==> src/rtl/lsu_dmem_master.sv <==
// RV32I load/store initiator for a word-only data memory: sub-word extraction on loads, read-modify-write for sb/sh.
// Define MISALIGN_TRAP_EN to reject misaligned lh/lhu/sh/lw/sw with an error response.
module lsu_dmem_master #(
    parameter int DEPTH_WORDS = 64
) (
    input  logic        clk,
    input  logic        rst_n,
    input  logic        req_valid,
    output logic        req_ready,
    input  logic        req_we,
    input  logic [2:0]  req_funct3,
    input  logic [31:0] req_addr,
    input  logic [31:0] req_wdata,
    output logic        rsp_valid,
    output logic [31:0] rsp_rdata,
    output logic        rsp_err,
    output logic [31:0] mem_a,
    output logic        mem_we,
    output logic [31:0] mem_wd,
    input  logic [31:0] mem_rd,
    output logic [1:0]  dbg_state
);
    // Handshake: a request transfers on a rising edge where req_valid && req_ready; there is no response backpressure.
    typedef enum logic [1:0] {S_IDLE, S_ACCESS, S_MERGE, S_RESP} state_t;

    localparam logic [31:0] DEPTH_W = 32'(DEPTH_WORDS);

    state_t      state;
    logic        l_we;
    logic [2:0]  l_f3;
    logic [31:0] l_addr;
    logic [31:0] l_wdata;
    logic [31:0] merge_q;

    logic        f3_ok, range_ok, align_ok, req_ok;
    logic [7:0]  byte_sel;
    logic [15:0] half_sel;
    logic [31:0] load_val;
    logic [31:0] merged;
    logic        is_sw;

    always_comb begin
        f3_ok    = req_we ? (req_funct3 inside {3'b000, 3'b001, 3'b010})
                          : (req_funct3 inside {3'b000, 3'b001, 3'b010, 3'b100, 3'b101});
        range_ok = {2'b00, req_addr[31:2]} < DEPTH_W;
`ifdef MISALIGN_TRAP_EN
        case (req_funct3[1:0])
            2'b01:   align_ok = ~req_addr[0];
            2'b10:   align_ok = (req_addr[1:0] == 2'b00);
            default: align_ok = 1'b1;
        endcase
`else
        align_ok = 1'b1;
`endif
        req_ok = f3_ok && range_ok && align_ok;
    end

    // Lane selection uses the latched address; memory read data is valid throughout ACCESS.
    always_comb begin
        byte_sel = mem_rd[{l_addr[1:0], 3'b000} +: 8];
        half_sel = l_addr[1] ? mem_rd[31:16] : mem_rd[15:0];
        case (l_f3)
            3'b000:  load_val = {{24{byte_sel[7]}}, byte_sel};
            3'b001:  load_val = {{16{half_sel[15]}}, half_sel};
            3'b100:  load_val = {24'h0, byte_sel};
            3'b101:  load_val = {16'h0, half_sel};
            default: load_val = mem_rd;
        endcase
        merged = mem_rd;
        if (l_f3[1:0] == 2'b00)
            merged[{l_addr[1:0], 3'b000} +: 8] = l_wdata[7:0];
        else
            merged[{l_addr[1], 4'b0000} +: 16] = l_wdata[15:0];
    end

    // Memory-side outputs decode straight from flops so an async reset kills a write at once.
    assign is_sw     = l_we && (l_f3 == 3'b010);
    assign mem_a     = (state == S_ACCESS || state == S_MERGE) ? {l_addr[31:2], 2'b00} : 32'h0;
    assign mem_we    = (state == S_ACCESS && is_sw) || (state == S_MERGE);
    assign mem_wd    = (state == S_ACCESS && is_sw) ? l_wdata :
                       (state == S_MERGE)           ? merge_q : 32'h0;
    assign dbg_state = state;

    always_ff @(posedge clk or negedge rst_n) begin
        if (!rst_n) begin
            state     <= S_IDLE;
            req_ready <= 1'b1;
            rsp_valid <= 1'b0;
            rsp_rdata <= 32'h0;
            rsp_err   <= 1'b0;
            l_we      <= 1'b0;
            l_f3      <= 3'b000;
            l_addr    <= 32'h0;
            l_wdata   <= 32'h0;
            merge_q   <= 32'h0;
        end else begin
            case (state)
                S_IDLE: begin
                    if (req_valid) begin
                        l_we      <= req_we;
                        l_f3      <= req_funct3;
                        l_addr    <= req_addr;
                        l_wdata   <= req_wdata;
                        req_ready <= 1'b0;
                        if (req_ok) begin
                            state <= S_ACCESS;
                        end else begin
                            rsp_valid <= 1'b1;
                            rsp_err   <= 1'b1;
                            state     <= S_RESP;
                        end
                    end
                end
                S_ACCESS: begin
                    if (!l_we) begin
                        rsp_rdata <= load_val;
                        rsp_valid <= 1'b1;
                        state     <= S_RESP;
                    end else if (is_sw) begin
                        rsp_valid <= 1'b1;
                        state     <= S_RESP;
                    end else begin
                        merge_q <= merged;
                        state   <= S_MERGE;
                    end
                end
                S_MERGE: begin
                    rsp_valid <= 1'b1;
                    state     <= S_RESP;
                end
                default: begin
                    rsp_valid <= 1'b0;
                    rsp_rdata <= 32'h0;
                    rsp_err   <= 1'b0;
                    req_ready <= 1'b1;
                    state     <= S_IDLE;
                end
            endcase
        end
    end
endmodule
==> config.mk <==
export PLATFORM = sky130hd
export DESIGN_NAME = lsu_dmem_master
export DESIGN_NICKNAME = d
export VERILOG_FILES = /design/src/rtl/lsu_dmem_master.sv
export SDC_FILE = /design/constraint.sdc
export NUM_CORES = 1
export LEC_CHECK = 0
export BUFFER_PORTS_ARGS = -buffer_cell sky130_fd_sc_hd__buf_4
export CORE_MARGIN = 2
export CORE_UTILIZATION = 38
export CTS_BUF_LIST = sky130_fd_sc_hd__clkbuf_8 sky130_fd_sc_hd__clkbuf_16
export DETAILED_ROUTE_END_ITERATION = 6
export PLACE_DENSITY = 0.71
export SLEW_MARGIN = 20
export SYNTH_ARGS = -nofsm -noshare
export SYNTH_HDL_FRONTEND = slang
export SYNTH_SLANG_ARGS = --single-unit
export TNS_END_PERCENT = 30
==> constraint.sdc <==
create_clock -name clk -period 4.15 [get_ports clk]
set_input_delay 0.415 -clock clk [delete_from_list [all_inputs] [get_ports clk]]
set_output_delay 0.415 -clock clk [all_outputs]
set_load 0.005 [all_outputs]
Word level (Yosys, flattened, before mapping)

Index checks and enable logic that the tools add are counted.

Register bits: 137
Input port bits: 103
Word-level logic and storage cells: 78

$add $sub $neg: 2
Order comparisons: 1
Equal/unequal tests: 14
Shifts and indexed selects: 5
Muxes and demuxes: 24
Bitwise gates (word level): 3
Reduce and logical (&&, ||, !) cells: 19

Operator list:

| cell                                                                    | count |
|---|---|
| 32-bit two-way mux                                                      | 5 |
| 32-bit one-hot mux with 4 select lines                                  | 1 |
| 32-bit bitwise mux                                                      | 2 |
| 32-bit one-hot mux with 2 select lines                                  | 1 |
| 16-bit by 7-bit variable shift with 32-bit output, first input constant | 1 |
| 8-bit by 7-bit variable shift with 32-bit output, first input constant  | 1 |
| 16-bit by 7-bit indexed part select with 32-bit output                  | 1 |
| 32-bit by 6-bit indexed part select with 8-bit output                   | 1 |
| 8-bit by 7-bit indexed part select with 32-bit output                   | 1 |
| 30-bit by 7-bit < comparator with 1-bit output, second input constant   | 1 |
| 16-bit two-way mux                                                      | 1 |
| 5-bit negation with 7-bit output                                        | 2 |
| 3-bit == test, second input constant                                    | 4 |
| 3-bit AND reduction                                                     | 3 |
| 1-bit two-way mux                                                       | 8 |
| 3-bit by 1-bit == test with 1-bit output, second input constant         | 2 |
| 3-bit by 2-bit == test with 1-bit output, second input constant         | 2 |
| 3-bit zero test                                                         | 2 |
| 2-bit != test, second input constant                                    | 3 |
| 2-bit one-hot mux with 3 select lines                                   | 1 |
| 2-bit AND reduction                                                     | 3 |
| 5-bit nonzero test                                                      | 1 |
| 2-bit zero test                                                         | 2 |
| 2-bit two-way mux                                                       | 2 |
| 10 further kinds                                                        | 17 |

Longest topological paths before layout

Gate-level depths: netlist (run 1).

Depth after elaboration: 7
Gate-level depth with buffers: 9

Worst setup path after synthesis (run 1)

No wires, ideal clock.

Path kind: register -> register
From: register state[0], in the netlist dbg_state[0]
To: register rsp_rdata[18]
Library setup time: 0.066 ns
Arrival time: 1.832 ns
Slack: 2.252 ns
Cell stages (with the launch flop): 10
Period minus slack after synthesis: 1.898 ns
Cell sequence: dfrtp_1 inv_1 ha_1 buf_6 nor4b_2 buf_4 nand2_2 a221oi_4 buf_6 a221o_1

Cells in the longest elaborated chain, start to end: 4

RTL lines:

| element                                                 | line | source |
|---|---|---|
| from (decl)                                             | 28   | `state_t state;` |
| from (signal assigned)                                  | 86   | `state <= S_IDLE;` |
| from (signal assigned)                                  | 106  | `state <= S_ACCESS;` |
| from (signal assigned)                                  | 110  | `state <= S_RESP;` |
| 2-bit == test / 2-bit zero test (equally long branches) | 97   | `case (state)` |
| 2-bit OR reduction (no line)                            | -    |  |
| 1-bit NOT (no line)                                     | -    |  |
| 2-bit AND reduction (no line)                           | -    |  |
| to (signal assigned)                                    | 116  | `rsp_rdata <= load_val;` |
| to (decl)                                               | 15   | `output logic [31:0] rsp_rdata,` |

Several ways; a longest one is shown, not always the timed one.
A chain may end at the register's enable or synchronous reset.

Final worst setup path (run 1)

From: register l_f3[0]
To: output mem_wd[26]

Cells in the longest elaborated chain, start to end: 4

RTL lines:

| element                                  | line | source |
|---|---|---|
| from (decl)                              | 30   | `logic [2:0] l_f3;` |
| from (signal assigned)                   | 101  | `l_f3 <= req_funct3;` |
| 3-bit by 2-bit == test with 1-bit output | 77   | `assign is_sw = l_we && (l_f3 == 3'b010);` |
| 1-bit logical AND                        | 77   |  |
| 1-bit logical AND                        | 80   | `assign mem_wd = (state == S_ACCESS && is_sw) ? l_wdata :` |
| 32-bit two-way mux                       | 80   |  |
| to (decl)                                | 19   | `output logic [31:0] mem_wd,` |

Every way passes these cells.

==> results.md, run 1 <==
- Measured against the total synthesized area, the mux share comes to 0.1486.
- The slew at the pin closest to its max-slew limit is 1.064 ns.
- The aggregate global-route resource usage is 0.2093.
- The detailed-router iteration count before antenna repair is 5.
- The buffer count from post-CTS setup fixing is 0.
- The most frequently used flop master after synthesis is sky130_fd_sc_hd__dfrtp_1.
- The vertical extent of the die is 140.8 um.
- For this block, the initial DRC count from the detailed router was between 400 and 500.
- Post-CTS repair changed the size of 0 cells.
- The core footprint is roughly 19000 um2.
- The worst-skew pair later-pin latency is between 0.4 and 0.5 ns.
- The area share of the leading cell type in the synthesized netlist is 0.4784.
- Counting I/O delays and the setup requirement, the final critical path takes 3.301 ns.
- After technology mapping, the gate count stands at 701.
- The number of antenna violations at the first check in global routing is 0.
- The H-tree depth is 4.
- The share of the Yosys chip area taken by registers is 0.4821.
- The x dimension of the die is 140.8 um.
- After floorplanning, the core was divided into 50 placement rows.
- The maximum root-to-sink buffer count is 2.
- In this run the mean area of a mapped cell was 10.15 um2.
- The worst min-delay path class is in -> async.
- The share of the core filled with cells in the final layout is 0.5049.
- The worst reg-to-reg setup slack is 1.38 ns.
- The final weighted congestion of routability-driven global placement is 0.8699.
- The total length of routed wires is between 20 and 25 mm.
- The number of antenna-violating nets in the routed design is 0.
- The power per unit of standard cell area is between 800 and 900 nW/um2.
- By area the synthesized netlist is led by sky130_fd_sc_hd__dfrtp_1 (48%), sky130_fd_sc_hd__mux2_2 (12%), sky130_fd_sc_hd__nand2_1 (6.2%).
- The kind of launch point of the worst setup path is a flop.
- The synthesized netlist occupies a cell area of 7114 um2.
- The largest fanout on the critical path is 33.
- Of the available clock period, the critical path in the final layout requires 0.7954.
- Of the total synthesized cell area, the portion taken by XOR and XNOR cells is 0.
- From synthesis to final layout, the design area changed by 31.41%.
- The number of vias after detailed routing is 6064.
- The clock arrives with ~0.0075 ns of skew.
- The CTS buffer count is 17.
- Clock-pin slew was measured on the worst setup and hold paths at 0.06 ns.
- The complex-gate fraction of the synthesized area came to 0.1803.
- The first global-routing pass estimated between 30 and 40 mm of wire.
- The per-cell via count in the routed design is between 5 and 6.
- The total number of yosys warnings is 0.
- The element type at the critical path end is an output pin.
- Summed over all cells, the static leakage comes to ~0.0044 uW.
- Counting flops with an async set or reset pin after synthesis yields a share of 1.000.
- The count of unique library cells instantiated by Yosys is 51.
- After synthesis, the largest family of logic cells by area is compound AO/OA/AOI/OAI gates.
- The number of synthesized flops with an enable pin is 0.
- Max-cap violations in this run came to 0.
- The number of flip-flops and latches in the synthesized netlist is 137.
- The initial core utilization is 0.3842.
- The final hold violation count is 0.
- The number of global-route vias before repair came to 5743.
- The worst endpoint required time is around 3.7 ns.
- The tree built by TritonCTS fans out to 137 sinks.
- The die covers 19830 um2.
- The maximum clock frequency is 303.0 MHz.
- After clock tree synthesis, the flow added hold-fix buffers numbering 0.
- The run finished with clean final reports.
- Among all cell types in the netlist, the one instantiated most often is sky130_fd_sc_hd__dfrtp_1.
- The number of antenna diodes is 0.
- At the worst endpoint, the arrival time is 2.89 ns.
- TritonCTS built the clock tree.
- sky130_fd_sc_hd__dfrtp_1 takes more of the synthesized area than any other cell.
- Entering global routing, the biggest net connects 83 pins.
- Counting instances in the post-synthesis netlist gives the leading cell types as sky130_fd_sc_hd__dfrtp_1 (136), sky130_fd_sc_hd__nand2_1 (118), sky130_fd_sc_hd__o21ai_0 (76), sky130_fd_sc_hd__mux2_2 (75), sky130_fd_sc_hd__and2_1 (31).
- For this design the top-level I/O count stands at approximately 210.
- Of the total synthesized cell area, the portion taken by AND, OR, NAND and NOR gates is 0.1286.
- The cell chosen for the clock root is sky130_fd_sc_hd__clkbuf_16.
- The final-stage net count is 992.
- The post-DP HPWL is 14.93 mm.
- The routed length per placed instance is 18.57 um.
- Buffers placed on the I/O ports in this run total 202.
- The share of final-layout standard cells stronger than drive strength 1 is 0.3707.
- The remaining max-slew budget at the tightest pin is 0.2900.
- Summed over all failing endpoints, the final setup total negative slack is 0 ns.
- VDD sags by at most 411.8 uV.
- After detailed routing, the number of remaining DRC violations is 0.
- The remaining global-route overflow is 0.
- Setup repair after global routing left no endpoint under its margin.
- The critical path class is reg -> out.
- The synthesized-area fraction occupied by adder cells is 0.01583.
- The final count of negative-setup-slack endpoints is 0.
- The number of pins with negative max-slew slack in the final report is 0.
layout by cell type, fill, tap and decap left out, types with 14 or more instances in the layout:
cell type and instances:
sky130_fd_sc_hd__buf_4 210, sky130_fd_sc_hd__a221o_1 16, sky130_fd_sc_hd__clkbuf_16 17, sky130_fd_sc_hd__mux2_2 75
sky130_fd_sc_hd__a22oi_1 17, sky130_fd_sc_hd__a22o_1 16, sky130_fd_sc_hd__mux2i_1 19, sky130_fd_sc_hd__and2_1 31
sky130_fd_sc_hd__o21ai_0 76, sky130_fd_sc_hd__nand2_1 117, sky130_fd_sc_hd__a21oi_1 27, sky130_fd_sc_hd__inv_1 14
sky130_fd_sc_hd__dfrtp_1 136, sky130_fd_sc_hd__nor2_1 29
registers in the layout, indices dropped and copies added (netlist names):
signal / count
l_f3: 3
dbg_state: 2
l_we: 1
l_addr: 32
rsp_rdata: 32
req_ready: 1
l_wdata: 32
merge_q: 32
rsp_err: 1
rsp_valid: 1
worst paths after layout:
| path | start | to | cells past startpoint |
|---|---|---|---|
| max in group asynchronous | rst_n | merge_q[4] | 2 |
| worst max register to register | dbg_state[0] | rsp_rdata[27] | 7 |
| worst min-delay path | rst_n | l_addr[2] | 1 |
| worst min register to register | rsp_rdata[14] | rsp_rdata[14] | 1 |
| min in group clk | req_wdata[9] | l_wdata[9] | 2 |
| worst max-delay path | l_f3[0] | mem_wd[26] | 6 |
area by class of cell:
cell class                      instances  area, um2
Fill cell                            1731       9169
Sequential cell                       137       3430
Multi-Input combinational cell        500       3390
Timing Repair Buffer                  211       1588
Clock buffer                           17      425.4
Tap cell                              234      292.8
Clock inverter                         15      175.2
Inverter                               13      48.80
routing by layer:
| layer | track usage | wire (um) | vias up |
|---|---|---|---|
| li1 | - | - | 2854 |
| met1 | 0.2886 | 9079 | 2967 |
| met3 | 0.04552 | 1332 | 35 |
| met5 | 0 | 0 | - |
| met4 | 0.09105 | 547 | 0 |
| met2 | 0.3191 | 9965 | 208 |
worst max-delay path, cell delays in order (launching register included):
cell	delay, ns
sky130_fd_sc_hd__dfrtp_1	0.62
sky130_fd_sc_hd__or3b_2	0.64
sky130_fd_sc_hd__nor2_4	0.50
sky130_fd_sc_hd__buf_4	0.39
sky130_fd_sc_hd__nand2_1	0.09
sky130_fd_sc_hd__o21ai_0	0.08
sky130_fd_sc_hd__buf_4	0.14
metrics by stage:
step           cell area (um2)  total power [uW]  cells  setup slack [ns]  hold WS, ns
3_5_place_dp              8748              5953   1095             1.289       0.4687
5_1_grt                   9349              8003   1127            0.5537      0.09801
2_1_floorplan             7118              4521    702             2.252       0.1194
4_1_cts                   9349              7557   1127            0.8271      0.06429
3_3_place_gp              8748              5892   1095             1.363       0.4615
6_report                  9349              7511   1127            0.8491      0.03493
cell families (layout without fill, tap and decap cells):
| kind of cell | Yosys count | in the layout |
|---|---|---|
| flip-flops | 137 | 137 |
| AND/OR/NAND/NOR | 203 | 203 |
| buffers and inverters | 65 | 256 |
| adder cells (fa/ha/maj) | 9 | 9 |
| multiplexers | 95 | 95 |
| AO/OA/AOI/OAI | 191 | 191 |
| other | 1 | 2 |
where the power goes:
group,total [uW],internal [uW],switching (uW)
Sequential,2510,1980,533
Combinational,3440,1730,1710
Clock,1560,946,611
Note: power is estimated with default switching activity, not from simulation.
==> run 2, diff against run 1 <==
==> constraint.sdc (replaced) <==
create_clock -name clk -period 3.4 [get_ports clk]
set_input_delay 0.34 -clock clk [delete_from_list [all_inputs] [get_ports clk]]
set_output_delay 0.34 -clock clk [all_outputs]
set_load 0.005 [all_outputs]
==> results.md, run 2 (synthesized netlist as in run 1, its figures left out) <==
- The met2 track demand over resource is 0.3273 (was 0.3191).
- The CTS buffer count is 17 (unchanged).
- The reported leakage power is 0.004484 uW (was 0.004424 uW).
- The hold buffer count at cts came to 1 (was 0).
- The worst-skew pair later-pin latency was 0.42 ns (was 0.43 ns).
- The global routing usage on met3 is 0.05367 (was 0.04552).
- The final cell count without fillers was 1132 (was 1127).
- The aggregate global-route resource usage came to 0.2086 (was 0.2093).
- The buffer count from post-CTS setup fixing is 0 (unchanged).
- The worst setup skew after layout came to 0.009594 ns (was 0.007541 ns).
- The maximum VDD drop is 475.8 uV (was 411.8 uV).
- The number of core rows came to 50 (unchanged).
- The core footprint came to 18520 um2 (unchanged).
- The remaining global-route overflow was 0 (unchanged).
- The worst slack after detailed placement is 0.8041 ns (was 1.289 ns).
- The placed instance count is 1099 (was 1095).
- The vertical extent of the die is 140.8 um (unchanged).
- The maximum root-to-sink buffer count is 2 (unchanged).
- The routed length per placed instance came to 18.28 um (was 18.57 um).
- The pin count of the biggest net entering global routing is 79 (was 83).
- The kind of launch point of the worst setup path was a flop (unchanged).
- The I/O pin total was 205 (unchanged).
- The most congested layer reported by global routing is met2 (unchanged).
- The total negative setup slack is 0 ns (unchanged).
- The number of antenna diodes is 0 (unchanged).
- The data arrival time at the worst-slack endpoint was 2.69 ns (was 2.89 ns).
- The worst min-delay path class is in -> reg (was in -> async).
- The initial core utilization came to 0.3842 (unchanged).
- The die area is 19830 um2 (unchanged).
- Run status: finished, final reports clean (unchanged).
- The number of antenna violations at the first check in global routing is 0 (unchanged).
- The largest stage delay on the critical path was 0.46 ns (was 0.64 ns).
- The share of final-layout standard cells stronger than drive strength 1 came to 0.3719 (was 0.3707).
- The critical path class is reg -> out (unchanged).
- The detailed-router iteration count before antenna repair is 5 (unchanged).
- The x dimension of the die is 140.8 um (unchanged).
- The maximum clock frequency is 330.0 MHz.
- The time the worst path needs with I/O delays and setup is 3.030 ns.
- Commonest non-fill, non-tap cells in the layout: sky130_fd_sc_hd__buf_4 (211), sky130_fd_sc_hd__dfrtp_1 (136), sky130_fd_sc_hd__nand2_1 (117) (was sky130_fd_sc_hd__buf_4 (210), sky130_fd_sc_hd__dfrtp_1 (136), sky130_fd_sc_hd__nand2_1 (117)).
- The cell chosen for the clock root is sky130_fd_sc_hd__clkbuf_16 (unchanged).
- The largest fanout on the critical path is 40 (was 33).
- The clock tree from TritonCTS is yes (unchanged).
- The global-route wire length before repair is 32.24 mm (was 32.21 mm).
- Dividing the final minimum period by the clock period gives 0.8913.
- The H-tree depth was 4 (unchanged).
- The element type at the critical path end is an output pin (unchanged).
- The number of vias after detailed routing is 6021 (was 6064).
- The global-route met1 utilization is 0.2817 (was 0.2886).
- The count of port buffers added during placement is 202 (unchanged).
- The power per unit of standard cell area is 982.7 nW/um2 (was 803.4 nW/um2).
- The number of antenna-violating nets in the routed design is 0 (unchanged).
- Ordered list of cells on the worst path: inv_1 -> ha_1 -> nand2_1 -> nor2_4 -> buf_12 -> nand2_1 -> o21ai_0 -> buf_4 (was or3b_2 -> nor2_4 -> buf_4 -> nand2_1 -> o21ai_0 -> buf_4).
- The worst endpoint required time is 3.06 ns (was 3.73 ns).
- The cell with the largest stage delay on the worst path is sky130_fd_sc_hd__nor2_4 (was sky130_fd_sc_hd__or3b_2).
- The most repeated library cell on the critical path is sky130_fd_sc_hd__nand2_1 (was sky130_fd_sc_hd__buf_4).
- The number of instances resized during post-cts repair came to 0 (unchanged).
- The final-stage net count is 997 (was 992).
- The final worst-path setup slack is 0.3697 ns (was 0.8491 ns).
- The final weighted congestion of routability-driven global placement came to 0.8597 (was 0.8699).
- The post-DP HPWL is 15.20 mm (was 14.93 mm).
- The register clock-pin slew on the reported worst setup and hold paths came to 0.06 ns (about the same).
- The total length of routed wires is 20.70 mm (was 20.93 mm).
- The most common library cell in the layout ignoring fill and taps is sky130_fd_sc_hd__buf_4 (unchanged).
- The slew at the pin closest to its max-slew limit was 0.9344 ns (was 1.064 ns).
- The per-cell via count in the routed design came to 5.319 (was 5.381).
- The final worst hold slack is 0.1471 ns (was 0.03493 ns).
- RSZ-0062 raised after global routing: false (unchanged).
- The final hold violation count is 0 (unchanged).
- The clock sink count came to 137 (unchanged).
- The remaining max-slew budget at the tightest pin was 0.3756 (was 0.2900).
- The final count of negative-setup-slack endpoints is 0 (unchanged).
- The area added between synthesis and finish is 33.06% (was 31.41%).
- The number of max-capacitance violations reported came to 0 (unchanged).
- The number of global-route vias before repair came to 5838 (was 5743).
- The number of DRC violations after detailed-routing iteration 0 is 342 (was 444).
- The total DRC errors in the routed layout was 0 (unchanged).
- The number of pins with negative max-slew slack in the final report came to 0 (unchanged).
[run 2: changes by cell type in the layout (fill, tap and decap cells not counted), sizes merged]
cell / change
clkinvlp: -1
bufinv: +1
clkinv: -1
buf: +4
dlygate4sd3: +1
inv: -2
clkbuf: +3
[run 2: layer usage]
layer | routed length, um | vias to the layer above | share of wire
li1 | - | 2860 | -
met1 | 9005 | 2879 | 0.44
met2 | 9691 | 237 | 0.47
met3 | 1503 | 45 | 0.073
met4 | 496 | 0 | 0.024
met5 | 0 | - | 0
[run 2: final timing paths]
check                                  start      endpoint  slack [ns]  cells after the start
worst max register to register  dbg_state[1]  rsp_rdata[2]        1.01                      7
min in group asynchronous              rst_n     l_addr[5]        0.53                      2
worst max-delay path            dbg_state[1]     mem_wd[0]        0.37                      8
max in group asynchronous              rst_n     req_ready        2.00                      3
worst min-delay path             req_addr[0]     l_addr[0]        0.15                      2
worst min register to register   merge_q[15]   merge_q[15]        0.48                      2
[run 2: power by group]
| group | internal, uW | switching (uW) |
|---|---|---|
| Clock | 1280 | 714 |
| Sequential | 2420 | 600 |
| Combinational | 2160 | 2130 |
[run 2: final cells by class]
cell class              instances  area, um2
clock buffers                  20      466.7
clock inverters                12      173.9
fillers                      1705       9051
inverters                      13      48.80
multi-input cells             500       3390
flip-flops and latches        137       3430
well taps                     234      292.8
repair buffers                216       1665
[run 2: per-stage QoR]
step                      utilization  area (um2)  total power (uW)
after floorplan                     -        7118              5518
after global placement         0.4761        8816              7234
after detailed placement       0.4761        8816              7333
after CTS                      0.5112        9467              9359
after global routing           0.5112        9467              9949
final                          0.5112        9467              9302
[run 2: critical path: cells and delay by family (launching register included)]
family,cells,cell delay [ns]
AOI/OAI and AO/OA,1,0.16
adders and majority gates,1,0.42
buffers and inverters,3,0.53
DFF,1,0.43
and+or+nand+nor,3,0.70
